`config.mk`:
```
export PLATFORM = sky130hd
export DESIGN_NAME = seq_divider16
export DESIGN_NICKNAME = d
export VERILOG_FILES = /design/src/rtl/div_pkg.sv /design/src/rtl/lookahead_sub.sv /design/src/rtl/seq_divider16.sv
export SDC_FILE = /design/constraint.sdc
export NUM_CORES = 1
export LEC_CHECK = 0
export BUFFER_PORTS_ARGS = -buffer_cell sky130_fd_sc_hd__buf_2
export CAP_MARGIN = 10
export CORE_ASPECT_RATIO = 0.9
export CORE_UTILIZATION = 45
export DETAILED_ROUTE_END_ITERATION = 16
export HOLD_SLACK_MARGIN = 0.03
export PLACE_DENSITY = 0.68
export SLEW_MARGIN = 40
export SYNTH_ARGS = -nofsm -noshare
export SYNTH_HDL_FRONTEND = slang
export SYNTH_HIERARCHICAL = 1
export SYNTH_SLANG_ARGS = --single-unit
```
`constraint.sdc`:
```
create_clock -name clk -period 3.1 [get_ports clk]
set_input_delay 0.155 -clock clk [delete_from_list [all_inputs] [get_ports clk]]
set_output_delay 0.155 -clock clk [all_outputs]
set_load 0.005 [all_outputs]
```
`src/rtl/div_pkg.sv`:
```
// Shared types and defaults for the iterative divider and its lookahead subtractor.
package div_pkg;

    typedef enum logic [1:0] {
        IDLE,
        RUN,
        DONE
    } div_state_t;

    localparam int DIV_WIDTH_DEFAULT = 16;

endpackage

```
`src/rtl/lookahead_sub.sv`:
```
// N-bit subtractor a - b built as a + ~b + 1 with 4-bit generate/propagate groups.
// The group carries are resolved first, then each bit's carry is expanded from its group carry-in.
module lookahead_sub #(
    parameter int N = 17
) (
    input  logic [N-1:0] a,
    input  logic [N-1:0] b,
    output logic [N-1:0] diff,
    output logic         borrow_out
);

    localparam int NG = (N + 3) / 4;

    logic [N-1:0]  g;
    logic [N-1:0]  p;
    logic [N-1:0]  c;
    logic [NG-1:0] grp_g;
    logic [NG-1:0] grp_p;
    logic [NG:0]   gc;

    always_comb begin
        logic gg;
        logic pp;
        logic cc;
        g     = a & ~b;
        p     = a ^ ~b;
        c     = '0;
        grp_g = '0;
        grp_p = '0;
        gc    = '0;
        gc[0] = 1'b1;
        for (int k = 0; k < NG; k++) begin
            gg = 1'b0;
            pp = 1'b1;
            for (int j = 4 * k; (j < 4 * k + 4) && (j < N); j++) begin
                gg = g[j] | (p[j] & gg);
                pp = pp & p[j];
            end
            grp_g[k]  = gg;
            grp_p[k]  = pp;
            gc[k + 1] = gg | (pp & gc[k]);
        end
        // Bit carries only look back to the start of their own group.
        for (int i = 0; i < N; i++) begin
            cc = gc[i / 4];
            for (int j = (i / 4) * 4; j < i; j++) begin
                cc = g[j] | (p[j] & cc);
            end
            c[i] = cc;
        end
        diff = p ^ c;
    end

    assign borrow_out = ~gc[NG];

endmodule

```
`src/rtl/seq_divider16.sv`:
```
// Restoring unsigned divider producing one quotient bit per clock, valid/ready on both sides.
// A zero divisor skips the iteration and reports div_zero with an all-ones quotient.
module seq_divider16
    import div_pkg::*;
#(
    parameter int WIDTH = DIV_WIDTH_DEFAULT
) (
    input  logic             clk,
    input  logic             nrst,
    input  logic             in_valid,
    output logic             in_ready,
    input  logic [WIDTH-1:0] dividend,
    input  logic [WIDTH-1:0] divisor,
    output logic             out_valid,
    input  logic             out_ready,
    output logic [WIDTH-1:0] quotient,
    output logic [WIDTH-1:0] remainder,
    output logic             div_zero
);

    localparam int CW = $clog2(WIDTH);

    div_state_t       state_q, state_d;
    logic [WIDTH:0]   rem_q, rem_d;
    logic [WIDTH-1:0] quo_q, quo_d;
    logic [WIDTH-1:0] div_q, div_d;
    logic [CW-1:0]    cnt_q, cnt_d;
    logic             out_valid_q, out_valid_d;
    logic [WIDTH-1:0] quotient_q, quotient_d;
    logic [WIDTH-1:0] remainder_q, remainder_d;
    logic             div_zero_q, div_zero_d;

    logic [WIDTH:0]   trial;
    logic [WIDTH:0]   diff;
    logic             borrow;
    logic [WIDTH:0]   step_rem;
    logic [WIDTH-1:0] step_quo;
    logic             unused_rem_msb;

    // The stored partial remainder is always below the divisor, so its top bit stays clear.
    assign trial          = {rem_q[WIDTH-1:0], quo_q[WIDTH-1]};
    assign unused_rem_msb = rem_q[WIDTH];

    lookahead_sub #(.N(WIDTH + 1)) u_sub (
        .a          (trial),
        .b          ({1'b0, div_q}),
        .diff       (diff),
        .borrow_out (borrow)
    );

    assign step_rem = borrow ? trial : diff;
    assign step_quo = {quo_q[WIDTH-2:0], ~borrow};

    always_comb begin
        state_d     = state_q;
        rem_d       = rem_q;
        quo_d       = quo_q;
        div_d       = div_q;
        cnt_d       = cnt_q;
        out_valid_d = out_valid_q;
        quotient_d  = quotient_q;
        remainder_d = remainder_q;
        div_zero_d  = div_zero_q;
        case (state_q)
            IDLE: begin
                if (in_valid) begin
                    if (divisor != '0) begin
                        state_d = RUN;
                        rem_d   = '0;
                        quo_d   = dividend;
                        div_d   = divisor;
                        cnt_d   = CW'(WIDTH - 1);
                    end else begin
                        state_d     = DONE;
                        quotient_d  = '1;
                        remainder_d = dividend;
                        div_zero_d  = 1'b1;
                    end
                end
            end
            RUN: begin
                rem_d = step_rem;
                quo_d = step_quo;
                if (cnt_q == '0) begin
                    state_d     = DONE;
                    out_valid_d = 1'b1;
                    quotient_d  = step_quo;
                    remainder_d = step_rem[WIDTH-1:0];
                    div_zero_d  = 1'b0;
                end else begin
                    cnt_d = cnt_q - 1'b1;
                end
            end
            DONE: begin
                // The zero-divisor path lands here with out_valid still low for one cycle.
                if (!out_valid_q) begin
                    out_valid_d = 1'b1;
                end else if (out_ready) begin
                    state_d     = IDLE;
                    out_valid_d = 1'b0;
                end
            end
            default: state_d = IDLE;
        endcase
    end

    always_ff @(posedge clk) begin
        if (!nrst) begin
            state_q     <= IDLE;
            rem_q       <= '0;
            quo_q       <= '0;
            div_q       <= '0;
            cnt_q       <= '0;
            out_valid_q <= 1'b0;
            quotient_q  <= '0;
            remainder_q <= '0;
            div_zero_q  <= 1'b0;
        end else begin
            state_q     <= state_d;
            rem_q       <= rem_d;
            quo_q       <= quo_d;
            div_q       <= div_d;
            cnt_q       <= cnt_d;
            out_valid_q <= out_valid_d;
            quotient_q  <= quotient_d;
            remainder_q <= remainder_d;
            div_zero_q  <= div_zero_d;
        end
    end

    assign in_ready  = (state_q == IDLE);
    assign out_valid = out_valid_q;
    assign quotient  = quotient_q;
    assign remainder = remainder_q;
    assign div_zero  = div_zero_q;

endmodule

```
# After elaboration in Yosys (flattened, before gate mapping)
# Cells that the tools add are included.
[word_totals]
ff_bits = 88
out_inout_bits = 35
word_cells = 135
[op_classes]
addsub = 1
eq_ne = 9
mux = 33
n_bitwise = 72
n_reduce_logical = 11
[op_table]
columns = ["operator", "n"]
rows = [
  ["2-to-1 mux 16 bit", 11],
  ["one-hot mux 16 bit (2 select lines)", 4],
  ["AND 1 bit", 39],
  ["OR 1 bit", 29],
  ["AND 17 bit", 1],
  ["inverter 16 -> 17 bit", 1],
  ["bitwise XOR 17 bit", 1],
  ["nonzero test 16 bit", 1],
  ["bitwise XOR 16 bit", 1],
  ["2-to-1 mux 4 bit", 3],
  ["inequality test 2 bit (second input constant)", 6],
  ["AND reduction 4 bit", 3],
  ["2-to-1 mux 2 bit", 5],
  ["one-hot mux 4 bit (2 select lines)", 1],
  ["2-to-1 mux 1 bit", 6],
  ["one-hot mux 2 bit (3 select lines)", 1],
  ["AND reduction 3 bit", 2],
  ["logical NOT 4 bit", 1],
  ["one-hot mux 1 bit (2 select lines)", 2],
  ["nonzero test 2 bit", 2],
  ["subtractor 4 x 1 -> 4 bit (second input constant)", 1],
  ["equality test 2 x 1 -> 1 bit (second input constant)", 1],
  ["equality test 2 bit (second input constant)", 1],
  ["logical NOT 2 bit", 1],
  ["other kinds (2)", 2],
]

# Longest topological paths before layout
[depth]
ltp_word = 23
depth_mapped = 14

# Cells and area by module
# The synthesis kept the hierarchy.
[modules_own_cells]
columns = ["mod", "instances", "cells_each", "area_each_um2", "seq_area_each_um2"]
rows = [
  ["seq_divider16", 1, 398, 3817.4, 1761.7],
  ["lookahead_sub", 1, 98, 780.7, 0.0],
]

# Worst setup path after synthesis
# OpenSTA, ideal clock, no wires.
[synth_timing]
path_kind = "reg-to-reg"
from = "register quo_q[15]"
to = "register remainder_q[15] (netlist: remainder[15])"
setup_time_ns = 0.124
arrival_time_ns = 2.876
slack_ns = 0.100
stages_incl_launch_ff = 15
n_path_buf = 0
synth_period_minus_slack_ns = 3.000
cell_sequence = "dfxtp_1 -> inv_1 -> ha_1 -> o21ai_0 -> o2bb2ai_1 -> o211ai_1 -> a21oi_1 -> fa_1 -> fa_1 -> fa_1 -> xnor2_1 -> mux2i_1 -> nand2_1 -> o211ai_1 -> mux2i_1"
[synth_via]
elab_chain_cells = 22
word_cells_on_any_way = 30
classes_between = "mux: 3; bitwise: 27"
[synth_rtl]
columns = ["item", "line_no", "text"]
rows = [
  ["start, declared", "seq_divider16.sv:25", "logic [WIDTH-1:0] quo_q, quo_d;"],
  ["start signal, assigned", "seq_divider16.sv:121", "quo_q <= quo_d;"],
  ["AND 17 bit", "lookahead_sub.sv:25", "g = a & ~b;"],
  ["AND 1 bit", "lookahead_sub.sv:36", "gg = g[j] | (p[j] & gg);"],
  ["OR 1 bit", "lookahead_sub.sv:36", ""],
  ["AND 1 bit", "lookahead_sub.sv:36", ""],
  ["OR 1 bit", "lookahead_sub.sv:36", ""],
  ["AND 1 bit", "lookahead_sub.sv:36", ""],
  ["OR 1 bit", "lookahead_sub.sv:36", ""],
  ["OR 1 bit (*)", "lookahead_sub.sv:41", "gc[k + 1] = gg | (pp & gc[k]);"],
  ["(+7 left out)", "--", ""],
  ["OR 1 bit (*)", "lookahead_sub.sv:47", "cc = g[j] | (p[j] & cc);"],
  ["AND 1 bit (*)", "lookahead_sub.sv:47", ""],
  ["OR 1 bit (*)", "lookahead_sub.sv:47", ""],
  ["bitwise XOR 16 bit (*)", "lookahead_sub.sv:51", "diff = p ^ c;"],
  ["via diff[15]", "seq_divider16.sv:34", "logic [WIDTH:0] diff;"],
  ["2-to-1 mux 16 bit (*)", "seq_divider16.sv:51", "assign step_rem = borrow ? trial : diff;"],
  ["2-to-1 mux 16 bit (*)", "seq_divider16.sv:84", "if (cnt_q == '0) begin"],
  ["one-hot mux 16 bit (2 select lines) (*)", "seq_divider16.sv:64", "case (state_q)"],
  ["end signal, assigned", "seq_divider16.sv:126", "remainder_q <= remainder_d;"],
  ["end, declared", "seq_divider16.sv:30", "logic [WIDTH-1:0] remainder_q, remainder_d;"],
]
# Mark *: on every way through the listed nets, which the timed path passes. The rest lies on a longest branch. The select of a mux whose other input is x is not followed.
# A chain may end at the register's enable or synchronous reset.

# Final worst setup path
[layout_timing]
from = "register div_q[2]"
to = "register remainder_q[14] (netlist: remainder[14])"
[layout_via]
elab_chain_cells = 19
word_cells_on_any_way = 26
classes_between = "mux: 3; bitwise: 23"
[layout_rtl]
columns = ["item", "line_no", "text"]
rows = [
  ["start, declared", "seq_divider16.sv:26", "logic [WIDTH-1:0] div_q, div_d;"],
  ["start signal, assigned", "seq_divider16.sv:122", "div_q <= div_d;"],
  ["inverter 16 -> 17 bit (*)", "lookahead_sub.sv:25, lookahead_sub.sv:26", ""],
  ["bitwise XOR 17 bit", "lookahead_sub.sv:26", "p = a ^ ~b;"],
  ["AND 1 bit", "lookahead_sub.sv:36", ""],
  ["OR 1 bit", "lookahead_sub.sv:36", ""],
  ["AND 1 bit", "lookahead_sub.sv:36", ""],
  ["OR 1 bit", "lookahead_sub.sv:36", ""],
  ["OR 1 bit (*)", "lookahead_sub.sv:41", ""],
  ["AND 1 bit (*)", "lookahead_sub.sv:41", ""],
  ["(+4 left out)", "--", ""],
  ["OR 1 bit (*)", "lookahead_sub.sv:47", ""],
  ["AND 1 bit (*)", "lookahead_sub.sv:47", ""],
  ["OR 1 bit (*)", "lookahead_sub.sv:47", ""],
  ["bitwise XOR 16 bit (*)", "lookahead_sub.sv:51", ""],
  ["via diff[14]", "seq_divider16.sv:34", ""],
  ["2-to-1 mux 16 bit (*)", "seq_divider16.sv:51", ""],
  ["2-to-1 mux 16 bit (*)", "seq_divider16.sv:84", ""],
  ["one-hot mux 16 bit (2 select lines) (*)", "seq_divider16.sv:64", ""],
]
# Marks and branches as above.

==> metrics.txt <==
# TYPE chip_impl_metric gauge
chip_impl_metric{name="first_global_vias",unit=""} 3751
chip_impl_info{name="holdCritPathClass",value="in -> reg"} 1
chip_impl_metric{name="use_met1",unit="%"} 31.8
chip_impl_metric{name="grt_antenna_before_repair",unit=""} 0
chip_impl_metric{name="nNetsFinal",unit=""} 639
chip_impl_metric{name="clock_sinks",unit=""} 88
chip_impl_metric{name="use_met2",unit="%"} 33.7
chip_impl_metric{name="dieHeight",unit="um"} 97.9
chip_impl_metric{name="areaGrowthSynthToFinish",unit="%"} 22.3
chip_impl_metric{name="gr-total-overflow",unit=""} 0
chip_impl_metric{name="fin_cells",unit=""} 703
chip_impl_metric{name="setup_slack",unit="ps"} -52.7
chip_impl_info{name="rsz0062_at_grt",value="true"} 1
chip_impl_metric{name="grt_pass1_wl",unit="mm"} 18.7
chip_impl_info{name="cts_tree",value="built"} 1
chip_impl_metric{name="power_density",unit="nW/um2"} 599
chip_impl_metric{name="timing.final.crit_period",unit="ps"} 3150
chip_impl_metric{name="antenna_cells",unit=""} 0
chip_impl_metric{name="design_power_total",unit="uW"} 3370
chip_impl_metric{name="final_critical_path_share_of_the_clock_period",unit="%"} 102
chip_impl_metric{name="worst_slew_pin_slew",unit="ps"} 694
chip_impl_metric{name="drc_errors",unit=""} 0
chip_impl_metric{name="critical_path.max_stage_delay",unit="ps"} 540
chip_impl_metric{name="fp.dieArea",unit="um2"} 10600
chip_impl_metric{name="timing.final.max_slew_violations",unit=""} 0
chip_impl_metric{name="worst_setup_hold_path_clk_slew",unit="ps"} 60
chip_impl_info{name="start_kind",value="flop"} 1
chip_impl_metric{name="drt_iter0_drc",unit=""} 279
chip_impl_info{name="standard_cell_with_the_maximum_stage_delay_on_the_critical_path",value="fa_2"} 1
chip_impl_metric{name="starting_density",unit="%"} 47.0
chip_impl_info{name="failed_checks",value="setup timing"} 1
chip_impl_info{name="ordered_list_of_cells_on_the_worst_path",value="inv_2 > ha_4 > o21a_1 > o2bb2ai_2 > o211ai_1 > buf_4 > a21oi_4 > fa_2 > fa_2 > fa_2 > inv_2 > mux2i_2 > nand2_1 > o211ai_1 > mux2i_1"} 1
chip_impl_metric{name="fraction_of_final_layout_cells_sized_beyond_drive_strength_1",unit="%"} 26.0
chip_impl_metric{name="relSlewSlack",unit="%"} 53.7
chip_impl_metric{name="route.antenna.remaining_nets",unit=""} 0
chip_impl_info{name="critical-path-top-cell-by-count",value="fa_2"} 1
chip_impl_info{name="run_status",value="finished with violations"} 1
chip_impl_metric{name="cts.htree.levels",unit=""} 3
chip_impl_metric{name="coreArea",unit="um2"} 9780
chip_impl_metric{name="postSynthNetCount",unit=""} 561
chip_impl_metric{name="post-place-cells",unit=""} 684
chip_impl_metric{name="maximum_achievable_frequency",unit="GHz"} 0.317
chip_impl_metric{name="power.ir.vdd_worst",unit="uV"} 329
chip_impl_metric{name="track_usage",unit="%"} 22.3
chip_impl_metric{name="clock_skew",unit="ps"} 7.83
chip_impl_metric{name="fin_tns_setup",unit="ps"} -93.9
chip_impl_info{name="busiest_layer",value="met2"} 1
chip_impl_metric{name="chipWidth",unit="um"} 109
chip_impl_metric{name="fp-row-count",unit=""} 34
chip_impl_metric{name="fin_util",unit="%"} 57.4
chip_impl_metric{name="detailed_router_iteration_count_before_antenna_repair",unit=""} 5
chip_impl_metric{name="place_congestion",unit=""} 0.841
chip_impl_metric{name="gr-usage-met3",unit="%"} 3.81
chip_impl_metric{name="finalSetupViolCount",unit=""} 3
chip_impl_metric{name="syn-instance-count",unit=""} 495
chip_impl_info{name="worstSetupPathType",value="reg -> reg"} 1
chip_impl_metric{name="routed_wire_length",unit="mm"} 11.3
chip_impl_metric{name="design.portCount",unit=""} 71
chip_impl_info{name="critical_path_sink_type",value="flop"} 1
chip_impl_metric{name="via_count",unit=""} 3856
chip_impl_metric{name="grt_start_max_net_pins",unit=""} 87
chip_impl_metric{name="syn-mean-instance-area",unit="um2"} 9.28
chip_impl_metric{name="synth_warnings",unit=""} 6
chip_impl_metric{name="cp.required",unit="ps"} 3310
chip_impl_metric{name="post-dp-hpwl",unit="mm"} 7.78
chip_impl_metric{name="place_worst_setup_slack",unit="ps"} -168
chip_impl_metric{name="count_of_buffers_from_port_buffering",unit=""} 70
chip_impl_info{name="root_buf_cell",value="clkbuf_16"} 1
chip_impl_metric{name="netlist_area",unit="um2"} 4590
chip_impl_metric{name="insertion_delay",unit="ps"} 340
chip_impl_metric{name="cap_violations",unit=""} 0
chip_impl_metric{name="critical_path_arrival",unit="ps"} 3360
chip_impl_metric{name="worstPathMaxFanout",unit=""} 3
chip_impl_metric{name="ctsLongestPathBuffers",unit=""} 2
chip_impl_metric{name="wire_per_inst",unit="um"} 16.1
chip_impl_metric{name="hold_violations",unit=""} 0
chip_impl_metric{name="cellLeakagePower",unit="uW"} 0.00246
chip_impl_metric{name="cts_inserted_buffers",unit=""} 9
chip_impl_metric{name="via_per_inst",unit=""} 5.49
[flip-flops by register name (all words and copies together) (netlist names)]
name	count
cnt_q	4
div_zero	1
remainder	16
div_q	16
quotient	16
state_q	2
out_valid	1
quo_q	16
rem_q	16
[per-layer routing]
metal / vias to the layer above / wire (um)
li1: 1876 / -
met1: 1853 / 5540
met2: 116 / 5080
met3: 11 / 555
met4: 0 / 141
met5: - / 0
[through the flow]
step | area (um2) | hold slack, ps
2_1_floorplan | 4590 | 302
3_3_place_gp | 5160 | 440
3_5_place_dp | 5160 | 447
4_1_cts | 5580 | 103
5_1_grt | 5620 | 116
6_report | 5620 | 105
[power breakdown]
part	switching [uW]	internal, uW	leakage (uW)
Clock	450	704	0.000153
Sequential	74.4	1230	0.000720
Combinational	494	414	0.00158
Total	1020	2350	0.00246
[layout make-up]
cell class / instances / area, um2
flip-flops and latches: 88 / 1770
repair buffers: 100 / 592
well taps: 126 / 158
inverters: 49 / 184
clock inverters: 5 / 82.6
clock buffers: 10 / 229
fillers: 873 / 4160
multi-input cells: 325 / 2610
[final timing paths]
path | startpoint | to | slack [ps] | cells after the start
worst max-delay path | div_q[2] | remainder[14] | -50 | 15
worst min-delay path | divisor[0] | div_q[0] | 100 | 3
worst max register to register | div_q[2] | remainder[14] | -50 | 15
worst min register to register | remainder[14] | remainder[14] | 460 | 2
[cell usage in the layout (no fill, tap or decap), types with 4 or more instances in the layout]
cell type,instances
ha_4,4
buf_4,28
clkbuf_16,9
nand2_1,73
fa_1,6
o21ai_0,4
a22o_1,16
buf_2,70
o211ai_1,17
o21a_1,19
dfxtp_1,83
dfxtp_2,5
nor2_1,38
o221a_1,13
o22ai_1,17
ha_1,14
nor4_4,4
inv_2,4
nor3_1,4
a21oi_1,4
inv_1,44
mux2i_1,47
fa_2,6
[worst max-delay path, delay by kind of cell (launching register included)]
family / cells / cell delay (ps)
AOI/OAI and AO/OA: 5 / 600
adders and majority gates: 4 / 1480
buffers and inverters: 3 / 270
DFF: 1 / 330
muxes: 2 / 270
and+or+nand+nor: 1 / 80
[timing repair]
action                     in CTS  in global routing
setup buffers                   3                  1
setup endpoints to repair       7                  8
hold buffers                    0                  0
gates resized for setup        20                  8
pin swaps                       6                  5
Note: power is estimated with default switching activity, not from simulation.
